--- src/rtl/vga_timing_pkg.sv ---
`default_nettype none
// +------------------------------------------------------------------+
// | vga_timing_pkg : 640x480@60 raster constants and state encoding   |
// | Rev 1.0                                                           |
// +------------------------------------------------------------------+
package vga_timing_pkg;

    localparam int c_CNT_W     = 10;

    localparam int c_H_DISPLAY = 640;
    localparam int c_H_FRONT   = 16;
    localparam int c_H_SYNC    = 96;
    localparam int c_H_BACK    = 48;
    localparam int c_H_TOTAL   = c_H_DISPLAY + c_H_FRONT + c_H_SYNC + c_H_BACK;

    localparam int c_V_DISPLAY = 480;
    localparam int c_V_FRONT   = 10;
    localparam int c_V_SYNC    = 2;
    localparam int c_V_BACK    = 33;
    localparam int c_V_TOTAL   = c_V_DISPLAY + c_V_FRONT + c_V_SYNC + c_V_BACK;

    localparam int              c_ST_W     = 2;
    localparam logic [c_ST_W-1:0] c_ST_IDLE  = 2'd0;
    localparam logic [c_ST_W-1:0] c_ST_RUN   = 2'd1;
    localparam logic [c_ST_W-1:0] c_ST_DRAIN = 2'd2;

endpackage
`default_nettype wire

--- src/rtl/pix_tick_gen.sv ---
`default_nettype none
// +------------------------------------------------------------------+
// | pix_tick_gen : divides Clk into a one-cycle pixel-enable pulse    |
// | Rev 1.0                                                           |
// +------------------------------------------------------------------+
module pix_tick_gen #(
    parameter int CLK_DIV = 2
) (
    input  logic Clk,
    input  logic Rst,
    input  logic i_clear,
    input  logic i_run,
    output logic o_pix_tick
);

    localparam int                 c_DIV_W    = (CLK_DIV > 1) ? $clog2(CLK_DIV) : 1;
    localparam logic [c_DIV_W-1:0] c_DIV_LAST = c_DIV_W'(CLK_DIV - 1);
    localparam logic [c_DIV_W-1:0] c_DIV_ONE  = c_DIV_W'(1);

    logic [c_DIV_W-1:0] r_div;

    // Tick is registered from the current count, so the first pulse lands
    // CLK_DIV cycles after run is first asserted.
    always_ff @(posedge Clk) begin
        if (!Rst || i_clear) begin
            r_div      <= '0;
            o_pix_tick <= 1'b0;
        end else if (i_run) begin
            o_pix_tick <= (r_div == c_DIV_LAST);
            r_div      <= (r_div == c_DIV_LAST) ? '0 : r_div + c_DIV_ONE;
        end else begin
            o_pix_tick <= 1'b0;
        end
    end

endmodule
`default_nettype wire

--- src/rtl/vga_timing_ctrl.sv ---
`default_nettype none
// +------------------------------------------------------------------+
// | vga_timing_ctrl : single-clock VGA raster sequencer with a        |
// |                   frame-aligned Enable/Busy stop handshake        |
// | Rev 1.0                                                           |
// +------------------------------------------------------------------+
module vga_timing_ctrl
    import vga_timing_pkg::*;
#(
    parameter int CLK_DIV   = 2,
    parameter int H_DISPLAY = c_H_DISPLAY,
    parameter int H_FRONT   = c_H_FRONT,
    parameter int H_SYNC    = c_H_SYNC,
    parameter int H_BACK    = c_H_BACK,
    parameter int V_DISPLAY = c_V_DISPLAY,
    parameter int V_FRONT   = c_V_FRONT,
    parameter int V_SYNC    = c_V_SYNC,
    parameter int V_BACK    = c_V_BACK
) (
    input  logic               Clk,
    input  logic               Rst,
    input  logic               Enable,
    output logic               Busy,
    output logic               Pix_tick,
    output logic [c_CNT_W-1:0] Pix_x,
    output logic [c_CNT_W-1:0] Pix_y,
    output logic               HSync,
    output logic               VSync,
    output logic               Video_on,
    output logic               Frame_start
);

    localparam int c_H_TOT  = H_DISPLAY + H_FRONT + H_SYNC + H_BACK;
    localparam int c_V_TOT  = V_DISPLAY + V_FRONT + V_SYNC + V_BACK;
    localparam int c_HS_BEG = H_DISPLAY + H_FRONT;
    localparam int c_HS_END = c_HS_BEG + H_SYNC;
    localparam int c_VS_BEG = V_DISPLAY + V_FRONT;
    localparam int c_VS_END = c_VS_BEG + V_SYNC;

    localparam logic [c_CNT_W-1:0] c_H_LAST  = c_CNT_W'(c_H_TOT - 1);
    localparam logic [c_CNT_W-1:0] c_V_LAST  = c_CNT_W'(c_V_TOT - 1);
    localparam logic [c_CNT_W-1:0] c_CNT_ONE = c_CNT_W'(1);

    logic [c_ST_W-1:0]  r_state;
    logic [c_ST_W-1:0]  w_state_next;
    logic [c_CNT_W-1:0] r_pix_x;
    logic [c_CNT_W-1:0] r_pix_y;
    logic [c_CNT_W-1:0] w_x_next;
    logic [c_CNT_W-1:0] w_y_next;
    logic               r_hsync;
    logic               r_vsync;
    logic               r_video_on;
    logic               w_tick;
    logic               w_tick_clear;
    logic               w_tick_run;
    logic               w_adv;
    logic               w_x_wrap;
    logic               w_y_wrap;
    logic               w_frame_wrap;

    // Divider is held cleared whenever the raster is (or is about to be) idle
    assign w_tick_clear = (w_state_next == c_ST_IDLE);
    assign w_tick_run   = (r_state != c_ST_IDLE);

    pix_tick_gen #(
        .CLK_DIV (CLK_DIV)
    ) u_pix_tick_gen (
        .Clk        (Clk),
        .Rst        (Rst),
        .i_clear    (w_tick_clear),
        .i_run      (w_tick_run),
        .o_pix_tick (w_tick)
    );

    always_comb begin
        w_adv        = (r_state != c_ST_IDLE) && w_tick;
        w_x_wrap     = (r_pix_x == c_H_LAST);
        w_y_wrap     = (r_pix_y == c_V_LAST);
        w_frame_wrap = w_adv && w_x_wrap && w_y_wrap;

        w_x_next = r_pix_x;
        w_y_next = r_pix_y;
        if (w_adv) begin
            w_x_next = w_x_wrap ? '0 : r_pix_x + c_CNT_ONE;
            if (w_x_wrap) begin
                w_y_next = w_y_wrap ? '0 : r_pix_y + c_CNT_ONE;
            end
        end

        w_state_next = r_state;
        case (r_state)
            c_ST_IDLE:  if (Enable) w_state_next = c_ST_RUN;
            c_ST_RUN:   if (!Enable) w_state_next = c_ST_DRAIN;
            c_ST_DRAIN: begin
                if (Enable)            w_state_next = c_ST_RUN;
                else if (w_frame_wrap) w_state_next = c_ST_IDLE;
            end
            default:    w_state_next = c_ST_IDLE;
        endcase
    end

    // Sync/blank decode uses next-counter values so it lines up with Pix_x/Pix_y
    always_ff @(posedge Clk) begin
        if (!Rst) begin
            r_state    <= c_ST_IDLE;
            r_pix_x    <= '0;
            r_pix_y    <= '0;
            r_hsync    <= 1'b1;
            r_vsync    <= 1'b1;
            r_video_on <= 1'b0;
        end else begin
            r_state <= w_state_next;
            r_pix_x <= w_x_next;
            r_pix_y <= w_y_next;
            if (w_state_next == c_ST_IDLE) begin
                r_hsync    <= 1'b1;
                r_vsync    <= 1'b1;
                r_video_on <= 1'b0;
            end else begin
                r_hsync    <= !((int'(w_x_next) >= c_HS_BEG) && (int'(w_x_next) < c_HS_END));
                r_vsync    <= !((int'(w_y_next) >= c_VS_BEG) && (int'(w_y_next) < c_VS_END));
                r_video_on <= (int'(w_x_next) < H_DISPLAY) && (int'(w_y_next) < V_DISPLAY);
            end
        end
    end

    assign Busy        = (r_state != c_ST_IDLE);
    assign Pix_tick    = w_tick;
    assign Pix_x       = r_pix_x;
    assign Pix_y       = r_pix_y;
    assign HSync       = r_hsync;
    assign VSync       = r_vsync;
    assign Video_on    = r_video_on;
    assign Frame_start = w_tick && (r_pix_x == '0) && (r_pix_y == '0) && (r_state != c_ST_IDLE);

endmodule
`default_nettype wire

--- config.mk ---
export PLATFORM = sky130hd
export DESIGN_NAME = vga_timing_ctrl
export DESIGN_NICKNAME = d
export VERILOG_FILES = /design/src/rtl/vga_timing_pkg.sv /design/src/rtl/pix_tick_gen.sv /design/src/rtl/vga_timing_ctrl.sv
export SDC_FILE = /design/constraint.sdc
export NUM_CORES = 1
export LEC_CHECK = 0
export ABC_AREA = 1
export CORE_ASPECT_RATIO = 1.5
export CORE_MARGIN = 2
export CORE_UTILIZATION = 47
export DETAILED_ROUTE_END_ITERATION = 12
export GPL_TIMING_DRIVEN = 0
export HOLD_SLACK_MARGIN = 0.15
export PLACE_DENSITY = 0.72
export SETUP_SLACK_MARGIN = 0.4
export SLEW_MARGIN = 40
export SYNTH_ARGS = -nofsm -noshare
export SYNTH_HDL_FRONTEND = slang
export SYNTH_HIERARCHICAL = 1
export SYNTH_SLANG_ARGS = --single-unit
--- constraint.sdc ---
create_clock -name Clk -period 2.95 [get_ports Clk]
set_input_delay 0.4425 -clock Clk [delete_from_list [all_inputs] [get_ports Clk]]
set_output_delay 0.4425 -clock Clk [all_outputs]
set_load 0.01 [all_outputs]
# [Word level (Yosys, flattened, before mapping)]
# Index checks and enable logic that the tools add are counted.
# Widths: inputs -> output; s select.
[word_totals] ff_bits=27 out_inout_bits=26 elab_cells=54
[classes] n_addsub=3 magnitude_cmp=6 eq_ne=4 n_mux=11 bitwise_logic=2 reduce_logical=20
[op_table] operator="$mux 10" n=5
[op_table] operator="$add 10x1->10 const B" n=2
[op_table] operator="$eq 10x10->1 const B" n=2
[op_table] operator="$logic_not 10->1" n=2
[op_table] operator="$lt 10x10->1 const B" n=2
[op_table] operator="$lt 10x9->1 const B" n=2
[op_table] operator="$ge 10x10->1 const B" n=1
[op_table] operator="$ge 10x9->1 const B" n=1
[op_table] operator="$logic_and 1x1->1" n=9
[op_table] operator="$mux 2" n=4
[op_table] operator="$pmux 2 s3" n=1
[op_table] operator="$logic_not 2->1" n=2
[op_table] operator="$reduce_or 2->1" n=2
[op_table] operator="$logic_not 1->1" n=3
[op_table] operator="$eq 2x1->1 const B" n=1
[op_table] operator="$eq 2x2->1 const B" n=1
[op_table] operator="$not 1->1" n=2
[op_table] operator="$reduce_bool 2->1" n=1
[op_table] operator="$add 1x1->1 const B" n=1
[op_table] operator="$logic_or 1x1->1" n=1
[op_table] operator="$mux 1" n=1

# [Logic depth before layout (Yosys ltp)]
# Gate-level depths: netlist of run 1.
[depth] depth_word=10 ltp_mapped=13

# [Hierarchy]
# The synthesis of run 1 kept the hierarchy.
[modules_own_cells] mod="vga_timing_ctrl" n_inst=1 cells_each=239 area_per_inst_um2=1576.5 seq_area_each_um2=500.5
[modules_own_cells] mod="pix_tick_gen" n_inst=1 cells_each=11 area_per_inst_um2=76.3 seq_area_each_um2=40.0

# [Worst setup path before layout of run 1]
# OpenSTA, ideal clock, no wires.
[synth_path] path_type="reg-to-reg" startpoint="register r_pix_x[0], in the netlist Pix_x[0]" endpoint="register r_vsync, in the netlist VSync" arrival_ps=1521 required_time_ps=2831 setup_slack_ps=1309 stages_incl_launch_ff=11 n_path_buf=0 synth_period_minus_slack_ps=1641 path_cell_list="dfxtp_1 ha_1 nand2_2 inv_2 nand2_4 nor3_4 nand3_1 nand3_2 nand2_1 nor2_1 nand3_2"
[synth_via] elab_chain_cells=8 word_cells_on_any_way=14 classes_between="order compare: 2; eq/ne: 1; mux: 5; reduce/logical: 6"
[synth_lines] item="start: declaration" line="vga_timing_ctrl.sv:46" source="logic [c_CNT_W-1:0] r_pix_x;"
[synth_lines] item="start signal: assignment" line="vga_timing_ctrl.sv:113" source="r_pix_x <= w_x_next;"
[synth_lines] item="$eq 10x10->1 (*)" line="vga_timing_ctrl.sv:77" source="w_x_wrap = (r_pix_x == c_H_LAST);"
[synth_lines] item="branches (longest 7 deep; another with $ge 10x9->1)"
[synth_lines] item="end signal: assignment" line="vga_timing_ctrl.sv:121" source="r_vsync <= !((int'(w_y_next) >= c_VS_BEG) && (int'(w_y_next) < c_VS_END));"
[synth_lines] item="end: declaration" line="vga_timing_ctrl.sv:51" source="logic r_vsync;"
# Mark *: on every way between the ends.
# A chain may end at the register's enable or synchronous reset.

# [Worst setup path after layout of run 1]
[layout_path] startpoint="register r_pix_y[0], in the netlist Pix_y[0]" endpoint="output port Frame_start"
[layout_via] elab_chain_cells=3
[layout_lines] item="start: declaration" line="vga_timing_ctrl.sv:47" source="logic [c_CNT_W-1:0] r_pix_y;"
[layout_lines] item="start signal: assignment" line="vga_timing_ctrl.sv:114" source="r_pix_y <= w_y_next;"
[layout_lines] item="$logic_not 10->1" line="vga_timing_ctrl.sv:134" source="assign Frame_start = w_tick && (r_pix_x == '0) && (r_pix_y == '0) && (r_state != c_ST_IDLE);"
[layout_lines] item="$logic_and 1x1->1 (2 in series)" line="vga_timing_ctrl.sv:134"
[layout_lines] item="end: declaration" line="vga_timing_ctrl.sv:30" source="output logic Frame_start"
# Every way passes these cells.

==> flow_metrics.env, run 1 <==
export IMPL_outcome="finished, final reports clean"
export IMPL_synth_top_family_by_area="simple AND/OR/NAND/NOR gates"
export IMPL_rsz0062_at_grt="false"
export IMPL_insertion_delay_ns=0.28
export IMPL_p_comb_share_pct=4.7
export IMPL_finClkSkew_ns=0.00454
export IMPL_vias_per_cell=5.01
export IMPL_hold_violations=0
export IMPL_cts_tree="yes"
export IMPL_antennaDiodeCount=0
export IMPL_portBuffers=28
export IMPL_cts_sinks=27
export IMPL_tns_ns=0
export IMPL_antenna_left=0
export IMPL_synth_edf_count=0
export IMPL_hold_path_cell_count=2
export IMPL_yosys_top_cells_count="nand2_1, inv_1, nor2_1, dfxtp_1, nand3_1"
export IMPL_gp_congestion=0.924
export IMPL_finalNetCount=290
export IMPL_ctsHoldBuffers=0
export IMPL_die_x_um=52.4
export IMPL_fillCellCount=346
export IMPL_overflow=0
export IMPL_total_power_uw=622
export IMPL_rows=26
export IMPL_grt_pass1_vias=1613
export IMPL_r2r_start="Pix_x[0]"
export IMPL_irDropWorstVdd_mv=0.200
export IMPL_syn_to_final_growth_pct=23.2
export IMPL_grt_pass1_wl_mm=6.97
export IMPL_power_switching_uw=147
export IMPL_reg2reg_to="HSync"
export IMPL_wire_per_inst_um=12.1
export IMPL_yosys_area_top_type="dfxtp_1"
export IMPL_drt_iter0_drc=26
export IMPL_synth_ff_type="dfxtp_1"
export IMPL_synth_compound_area_share_pct=5.90
export IMPL_syn_inst=250
export IMPL_power_density_nw_per_um2=305
export IMPL_grt_total_usage_pct=22.4
export IMPL_arrival_ns=1.69
export IMPL_reg2reg_depth=10
export IMPL_synth_distinct_cells=28
export IMPL_vias=1622
export IMPL_synthMuxAreaShare_pct=0
export IMPL_synth_xor_area_share_pct=2.12
export IMPL_antenna_found_initial=0
export IMPL_pwr_share_seq_pct=59.6
export IMPL_syn_area_per_cell_um2=6.61
export IMPL_hp_start="u_pix_tick_gen/r_div"
export IMPL_synthSimpleGateAreaFrac_pct=45.6
export IMPL_grt_max_degree=17
export IMPL_netlist_area_um2=1650
export IMPL_relSlewSlack_pct=66.8
export IMPL_critical_path_peak_fanout=4
export IMPL_layout_setup_ws_ns=0.814
export IMPL_path_class="reg -> out"
export IMPL_wirelength_mm=3.91
export IMPL_slew_viol_final=0
export IMPL_root_buffer="clkbuf_8"
export IMPL_dr_pass1_iters=4
export IMPL_cp_end_kind="output pin"
export IMPL_finalCriticalPeriod_ns=2.14
export IMPL_p_sw_share_pct=23.6
export IMPL_cts_buffer_depth=2
export IMPL_htreeDepth=1
export IMPL_synth_area_top_cells="dfxtp_1, nand2_1, inv_1"
export IMPL_synth_most_common_cell="nand2_1"
export IMPL_coreArea_um2=3380
export IMPL_cts_buffers=3
export IMPL_synth_top_area_share_pct=32.7
export IMPL_dieArea_um2=4020
export IMPL_setup_viol=0
export IMPL_p_leak_uw=0.000901
export IMPL_drive_gt1_share_pct=12.4
export IMPL_seq_area_frac_synth_pct=32.7
export IMPL_worstPathRequired_ns=2.51
export IMPL_synth_adder_area_share_pct=3.03
export IMPL_synth_seq_cells=27
export IMPL_path_clk_slew_ns=0.10
export IMPL_yosys_warnings=6
export IMPL_tightestPinTransition_ns=0.498
export IMPL_rrSetupSlack_ns=1.05
export IMPL_hold_path_endpoint="u_pix_tick_gen/o_pix_tick"
export IMPL_worstSetupStartpointType="flop"
export IMPL_io_pins=29
export IMPL_place_ws_ns=0.755
export IMPL_cap_violations=0
export IMPL_p_int_uw=475
export IMPL_synth_nets=257
export IMPL_drcViolationCount=0
export IMPL_synthArstFlopShare_pct=0
export IMPL_min_period_over_period_pct=72.4
export IMPL_initial_utilization_pct=48.9
export IMPL_holdCritPathClass="reg -> reg"
export IMPL_p_clk_share_pct=35.7
export IMPL_hold_ws_ns=0.478
export IMPL_fmax_mhz=468
export IMPL_dp_hpwl_mm=3.10
export IMPL_dieHeight_um=76.6
## per-layer routing
layer  global-route usage (%)  up-vias  share of wire (%)
li1                         -      841                  -
met1                     26.3      726                 41
met2                     38.5       40                 51
met3                     1.96       15                3.1
met4                     11.8        0                4.2
met5                        0        -                  0
## repair_timing
| item | in CTS | in global routing |
|---|---|---|
| resized for setup | 0 | 1 |
| endpoints found under the setup margin | 0 | 1 |
| setup buffers | 0 | 0 |
## sequential cells by signal (all words and copies together) (netlist names)
| signal | flops |
|---|---|
| HSync | 1 |
| u_pix_tick_gen/o_pix_tick | 1 |
| Pix_y | 10 |
| u_pix_tick_gen/r_div | 1 |
| VSync | 1 |
| Video_on | 1 |
| r_state | 2 |
| Pix_x | 10 |
## stage by stage
step	cell area [um^2]	util [%]	instances
floorplan	1650	-	250
global placement	1990	58.7	320
detailed placement	1990	58.7	320
CTS	2030	60.1	324
global route	2040	60.2	324
finish	2040	60.2	324
## worst max-delay path, cell delays in order (launching register included)
cell	delay [ns]
dfxtp_1	0.36
inv_1	0.10
ha_1	0.18
nand2_1	0.10
nor3_1	0.20
nand4_1	0.13
nor3_1	0.17
dlymetal6s2s_1	0.19
## cell usage in the layout (no fill, tap or decap), types with 6 or more instances in the layout
master,netlist,layout
nand4_1,9,9
nand2_1,61,61
o21ai_0,6,6
clkdlybuf4s50_1,0,27
dfxtp_1,27,27
nor3_1,6,6
nor2_2,7,7
inv_1,39,39
nand3_1,20,20
nor2_1,33,33
nand2_2,8,8
## cells by family (layout without fill, tap and decap cells)
| logic type | count (synthesis) | count (layout) |
|---|---|---|
| AOI/OAI and AO/OA | 15 | 15 |
| xor gates and xnor gates | 4 | 4 |
| adders and majority gates | 4 | 4 |
| buffers and inverters | 46 | 78 |
| DFF | 27 | 27 |
| and+or+nand+nor | 154 | 154 |
## how the worst max path moves through the flow
stage	end	slack, ns	start	cells after the start
final	Frame_start	0.81	Pix_y[0]	7
after global routing	Frame_start	0.63	Pix_y[0]	7
after CTS	Frame_start	0.41	Pix_y[0]	7
after detailed placement	Frame_start	0.76	Pix_y[0]	7
after global placement	Frame_start	0.73	Pix_y[0]	7
after floorplan	VSync	1.31	Pix_x[0]	10
## cell type report
class / count / area (um^2) / area share, %
Multi-Input combinational cell: 177 / 936 / 45.9
Sequential cell: 27 / 541 / 26.5
Timing Repair Buffer: 28 / 283 / 13.9
Inverter: 44 / 165 / 8.11
Tap cell: 42 / 52.6 / 2.58
Clock buffer: 3 / 41.3 / 2.03
Buffer: 2 / 11.3 / 0.553
Clock inverter: 1 / 7.51 / 0.369
## power by group through the flow
stage               registers [uW]  clock network, uW  logic, uW
floorplan                      379                  0       16.2
global placement               379                  0       29.5
detailed placement             379                  0       29.6
CTS                            371                229       29.8
global route                   371                245       33.3
finish                         370                222       29.5
Note: power is estimated with default switching activity, not from simulation.
==> inputs of run 2 (changes only) <==
==> constraint.sdc (replaced) <==
create_clock -name Clk -period 2.12 [get_ports Clk]
set_input_delay 0.318 -clock Clk [delete_from_list [all_inputs] [get_ports Clk]]
set_output_delay 0.318 -clock Clk [all_outputs]
set_load 0.01 [all_outputs]
==> run 2 against run 1 <==
Compared with the run above: utilization up 4.4 points; clock skew up 0.00086 ns; critical path type unchanged; die area unchanged; largest power group unchanged; setup slack worse by 0.46 ns; count of clock-buffer cells in the layout unchanged; non-clock buffer count up 5; sequential share of layout area down 0.85 points; cell count up 1.5%; via count up 3.0%.
==> flow_metrics.env, run 2 (same netlist as run 1, synthesis figures left out) <==
export IMPL_hp_start="u_pix_tick_gen/r_div"
export IMPL_dr_pass1_iters=4
export IMPL_antenna_found_initial=0
export IMPL_rrSetupSlack_ns=0.48
export IMPL_cap_violations=0
export IMPL_dp_hpwl_mm=3.10
export IMPL_reg2reg_depth=10
export IMPL_drive_gt1_share_pct=22.3
export IMPL_drcViolationCount=0
export IMPL_grt_pass1_wl_mm=7.19
export IMPL_outcome="finished, final reports clean"
export IMPL_pwr_share_seq_pct=59.5
export IMPL_cts_buffer_depth=2
export IMPL_p_clk_share_pct=35.5
export IMPL_insertion_delay_ns=0.28
export IMPL_mostFrequentLayoutCell="nand2_1"
export IMPL_hold_path_cell_count=2
export IMPL_hold_violations=0
export IMPL_grt_total_usage_pct=23.2
export IMPL_ctsHoldBuffers=0
export IMPL_grt_max_degree=17
export IMPL_vias=1671
export IMPL_overflow=0
export IMPL_arrival_ns=1.45
export IMPL_dieHeight_um=76.6
export IMPL_grt_pass1_vias=1646
export IMPL_p_sw_share_pct=23.6
export IMPL_place_ws_ns=0.0498
export IMPL_worstPathRequired_ns=1.80
export IMPL_cpMaxStageDelayCell="dfxtp_2"
export IMPL_critical_path_peak_fanout=2
export IMPL_cp_cell_sequence="inv_2 > ha_4 > nand2_4 > nor3_4 > nand4_1 > nor3_2 > buf_2"
export IMPL_final_cell_mix="nand2_1, inv_1, nor2_1, clkdlybuf4s50_1, nand3_1"
export IMPL_r2r_start="Pix_x[0]"
export IMPL_path_class="reg -> out"
export IMPL_portBuffers=28
export IMPL_irDropWorstVdd_mv=0.290
export IMPL_rsz0062_at_grt="true"
export IMPL_tightestPinTransition_ns=0.500
export IMPL_slew_viol_final=0
export IMPL_wire_per_inst_um=12.6
export IMPL_cts_tree="yes"
export IMPL_cp_depth=7
export IMPL_power_switching_uw=203
export IMPL_coreArea_um2=3380
export IMPL_initial_utilization_pct=48.9
export IMPL_finalNetCount=295
export IMPL_setup_viol=0
export IMPL_path_clk_slew_ns=0.10
export IMPL_finalCriticalPeriod_ns=1.77
export IMPL_antennaDiodeCount=0
export IMPL_wirelength_mm=4.14
export IMPL_crit_family="simple AND/OR/NAND/NOR gates"
export IMPL_p_int_uw=658
export IMPL_cts_buffers=3
export IMPL_rows=26
export IMPL_tns_ns=0
export IMPL_htreeDepth=1
export IMPL_drt_iter0_drc=30
export IMPL_fmax_mhz=566
export IMPL_critPathMaxStageDelay_ns=0.34
export IMPL_reg2reg_to="HSync"
export IMPL_critPathBufInv=2
export IMPL_layout_setup_ws_ns=0.352
export IMPL_holdCritPathClass="reg -> reg"
export IMPL_dieArea_um2=4020
export IMPL_finClkSkew_ns=0.00540
export IMPL_gp_congestion=0.924
export IMPL_antenna_left=0
export IMPL_hold_path_endpoint="u_pix_tick_gen/o_pix_tick"
export IMPL_min_period_over_period_pct=83.4
export IMPL_cp_end_kind="output pin"
export IMPL_worstSetupStartpointType="flop"
export IMPL_power_density_nw_per_um2=394
export IMPL_relSlewSlack_pct=66.7
export IMPL_p_leak_uw=0.000958
export IMPL_p_comb_share_pct=4.9
export IMPL_die_x_um=52.4
export IMPL_root_buffer="clkbuf_8"
export IMPL_final_util_pct=64.6
export IMPL_syn_to_final_growth_pct=32.3
export IMPL_vias_per_cell=5.08
export IMPL_io_pins=29
export IMPL_cts_sinks=27
==> run 2: cell count changes in the layout (fill, tap and decap cells not counted), sizes merged <==
cell / before / now
buf: 1 / 7
clkdlybuf4s50: 27 / 26
==> run 2: how the worst max path moves through the flow <==
stage                     slack, ns  startpoint          end
after global routing           0.27    Pix_y[0]  Frame_start
after CTS                      0.28    Pix_y[1]  Frame_start
after global placement         0.02    Pix_y[0]  Frame_start
after detailed placement       0.05    Pix_y[0]  Frame_start
final                          0.35    Pix_y[0]  Frame_start
after floorplan                0.48    Pix_x[0]        VSync
==> run 2: routing by layer <==
| metal | vias up | part of all wire, % | GRT usage [%] | routed length (um) |
|---|---|---|---|---|
| met5 | - | 0 | 0 | 0 |
| met4 | 0 | 4.5 | 13.6 | 188 |
| met3 | 17 | 2.9 | 1.96 | 120 |
| met2 | 39 | 52 | 39.8 | 2140 |
| met1 | 762 | 41 | 26.7 | 1690 |
| li1 | 853 | - | - | - |
==> run 2: cell type report <==
class	count	area [um^2]
Buffer	2	11.3
Clock buffer	3	41.3
Clock inverter	1	7.51
Fill cell	315	1200
Inverter	44	165
Multi-Input combinational cell	177	1030
Sequential cell	27	562
Tap cell	42	52.6
Timing Repair Buffer	33	315
==> run 2: power groups by stage <==
stage | Clock, uW | Combinational [uW] | Sequential, uW
6_report | 306 | 42.4 | 512
5_1_grt | 341 | 47.8 | 514
4_1_cts | 319 | 42.0 | 515
3_5_place_dp | 0 | 41.2 | 527
3_3_place_gp | 0 | 41.0 | 527
2_1_floorplan | 0 | 22.5 | 528
==> run 2: what timing repair did <==
action,4_1_cts,5_1_grt
setup endpoints to repair,7,8
pin swaps,5,6
gates resized for setup,26,17
buffers inserted,4,1
==> run 2: tightest hold or removal path: cells and delay by family, from the launching register on <==
kind	cells	cell delay, ns
flops	1	0.32
simple gates	2	0.11
==> run 2: per-stage QoR <==
stage	total power (uW)	instances	hold WS (ns)	instance area (um^2)
2_1_floorplan	550	250	0.439	1650
3_3_place_gp	568	320	0.454	1990
3_5_place_dp	568	320	0.462	1990
4_1_cts	876	328	0.477	2120
5_1_grt	902	329	0.499	2190
6_report	861	329	0.468	2190
==> inputs of run 3 (changes only) <==
==> constraint.sdc (replaced) <==
create_clock -name Clk -period 1.8 [get_ports Clk]
set_input_delay 0.27 -clock Clk [delete_from_list [all_inputs] [get_ports Clk]]
set_output_delay 0.27 -clock Clk [all_outputs]
set_load 0.01 [all_outputs]
==> run 3 against run 2 <==
Compared with the run above: critical path depth unchanged; via count is 6.9% higher; critical endpoint unchanged; utilization grew 7.0 points; register-to-register slack got worse by 0.34 ns; largest cell class unchanged; sequential power up 16%.
==> flow_metrics.env, run 3 (same netlist as run 1, synthesis figures left out) <==
export IMPL_io_pins=29
export IMPL_dieArea_um2=4020
export IMPL_antennaDiodeCount=0
export IMPL_finalNetCount=307
export IMPL_path_clk_slew_ns=0.10
export IMPL_hold_path_cell_count=2
export IMPL_grt_total_usage_pct=24.9
export IMPL_grt_max_degree=17
export IMPL_dr_pass1_iters=4
export IMPL_arrival_ns=1.46
export IMPL_antenna_left=0
export IMPL_fillCellCount=286
export IMPL_crit_path_end="Frame_start"
export IMPL_drive_gt1_share_pct=40.1
export IMPL_rrSetupSlack_ns=0.14
export IMPL_finalCriticalPeriod_ns=1.73
export IMPL_final_cell_mix="nand2_1, inv_1, nor2_1, dlygate4sd2_1"
export IMPL_overflow=0
export IMPL_cp_startpoint="Pix_y[0]"
export IMPL_tns_ns=0
export IMPL_p_leak_uw=0.00118
export IMPL_slew_viol_final=0
export IMPL_critPathBufInv=2
export IMPL_total_power_uw=1020
export IMPL_fmax_mhz=579
export IMPL_path_class="reg -> out"
export IMPL_wire_per_inst_um=13.6
export IMPL_tightestPinTransition_ns=0.332
export IMPL_setup_viol=0
export IMPL_hold_violations=0
export IMPL_gp_congestion=0.929
export IMPL_wirelength_mm=4.64
export IMPL_drt_iter0_drc=25
export IMPL_syn_to_final_growth_pct=46.6
export IMPL_worstPathRequired_ns=1.53
export IMPL_ctsHoldBuffers=0
export IMPL_cp_depth=7
export IMPL_insertion_delay_ns=0.28
export IMPL_cts_buffers=3
export IMPL_antenna_found_initial=0
export IMPL_cts_tree="yes"
export IMPL_cts_buffer_depth=2
export IMPL_vias=1787
export IMPL_rows=26
export IMPL_drcViolationCount=0
export IMPL_critPathMaxStageDelay_ns=0.34
export IMPL_cpMaxStageDelayCell="dfxtp_2"
export IMPL_relSlewSlack_pct=77.8
export IMPL_cap_violations=0
export IMPL_irDropWorstVdd_mv=0.382
export IMPL_dieHeight_um=76.6
export IMPL_root_buffer="clkbuf_8"
export IMPL_holdCritPathClass="reg -> reg"
export IMPL_power_density_nw_per_um2=420
export IMPL_r2r_start="Pix_x[0]"
export IMPL_rsz0062_at_grt="true"
export IMPL_portBuffers=28
export IMPL_critical_path_peak_fanout=3
export IMPL_crit_family="simple AND/OR/NAND/NOR gates"
export IMPL_mostFrequentLayoutCell="nand2_1"
export IMPL_initial_utilization_pct=48.9
export IMPL_die_x_um=52.4
export IMPL_worstSetupStartpointType="flop"
export IMPL_cp_end_kind="output pin"
export IMPL_dp_hpwl_mm=3.23
export IMPL_grt_pass1_wl_mm=7.65
export IMPL_grt_pass1_vias=1715
export IMPL_reg2reg_depth=12
export IMPL_htreeDepth=1
export IMPL_coreArea_um2=3380
export IMPL_finClkSkew_ns=0.00388
export IMPL_cts_sinks=27
export IMPL_vias_per_cell=5.24
export IMPL_hold_ws_ns=0.467
export IMPL_min_period_over_period_pct=96.0
export IMPL_cp_cell_sequence="inv_2 > ha_4 > nand2_4 > nor3_4 > nand4_1 > nor3_2 > buf_2"
export IMPL_reg2reg_to="HSync"
export IMPL_outcome="finished, final reports clean"
[run 3: area by class of cell]
cell class              instances  area [um^2]  share of cell area (%)
clock buffers                   3         41.3                    1.70
well taps                      42         52.6                    2.17
flip-flops and latches         27          588                    24.3
inverters                      44          168                    6.92
repair buffers                 45          387                    16.0
plain buffers                   2         16.3                   0.671
multi-input cells             177         1160                    48.0
clock inverters                 1         6.26                   0.258
[run 3: worst reg2reg max path, stage by stage, from the launching register on]
cell	delay, ns
dfxtp_4	0.38
ha_4	0.15
nand2_4	0.06
inv_2	0.07
nand2_4	0.08
buf_4	0.14
buf_4	0.12
nand3_1	0.07
o21ai_1	0.07
inv_1	0.10
nor2_2	0.05
o21ai_2	0.17
nand3_1	0.09
[run 3: through the flow]
step	std cells	util, %	worst slack [ns]	instance area, um^2
finish	341	71.6	0.0721	2420
global route	341	71.6	0.0107	2420
CTS	336	67.1	0.0199	2270
detailed placement	320	59.9	-0.216	2030
global placement	320	59.9	-0.254	2030
floorplan	250	-	0.300	1690
[run 3: repair_timing]
action | 4_1_cts | 5_1_grt
pin swaps | 17 | 33
resized for setup | 83 | 37
endpoints found under the setup margin | 40 | 24
setup buffers | 12 | 5
[run 3: layer usage]
metal,vias up,share of wire [%],wire length (um),global-route usage (%)
met5,-,0,0,0
met4,0,5.8,269,13.1
met3,19,4.4,206,2.75
met2,66,52,2400,43.0
met1,824,38,1760,28.6
li1,878,-,-,-
[run 3: how the worst min path moves through the flow]
stage	from	endpoint	slack [ns]
CTS	u_pix_tick_gen/r_div	u_pix_tick_gen/o_pix_tick	0.47
finish	u_pix_tick_gen/r_div	u_pix_tick_gen/o_pix_tick	0.47
global placement	u_pix_tick_gen/r_div	u_pix_tick_gen/o_pix_tick	0.44
floorplan	Enable	r_state[0]	0.42
detailed placement	u_pix_tick_gen/r_div	u_pix_tick_gen/o_pix_tick	0.46
global route	u_pix_tick_gen/r_div	u_pix_tick_gen/o_pix_tick	0.50
[run 3: power by group]
part	internal [uW]	switching, uW
clock network	159	205
registers	592	4.41
logic	23.1	35.5
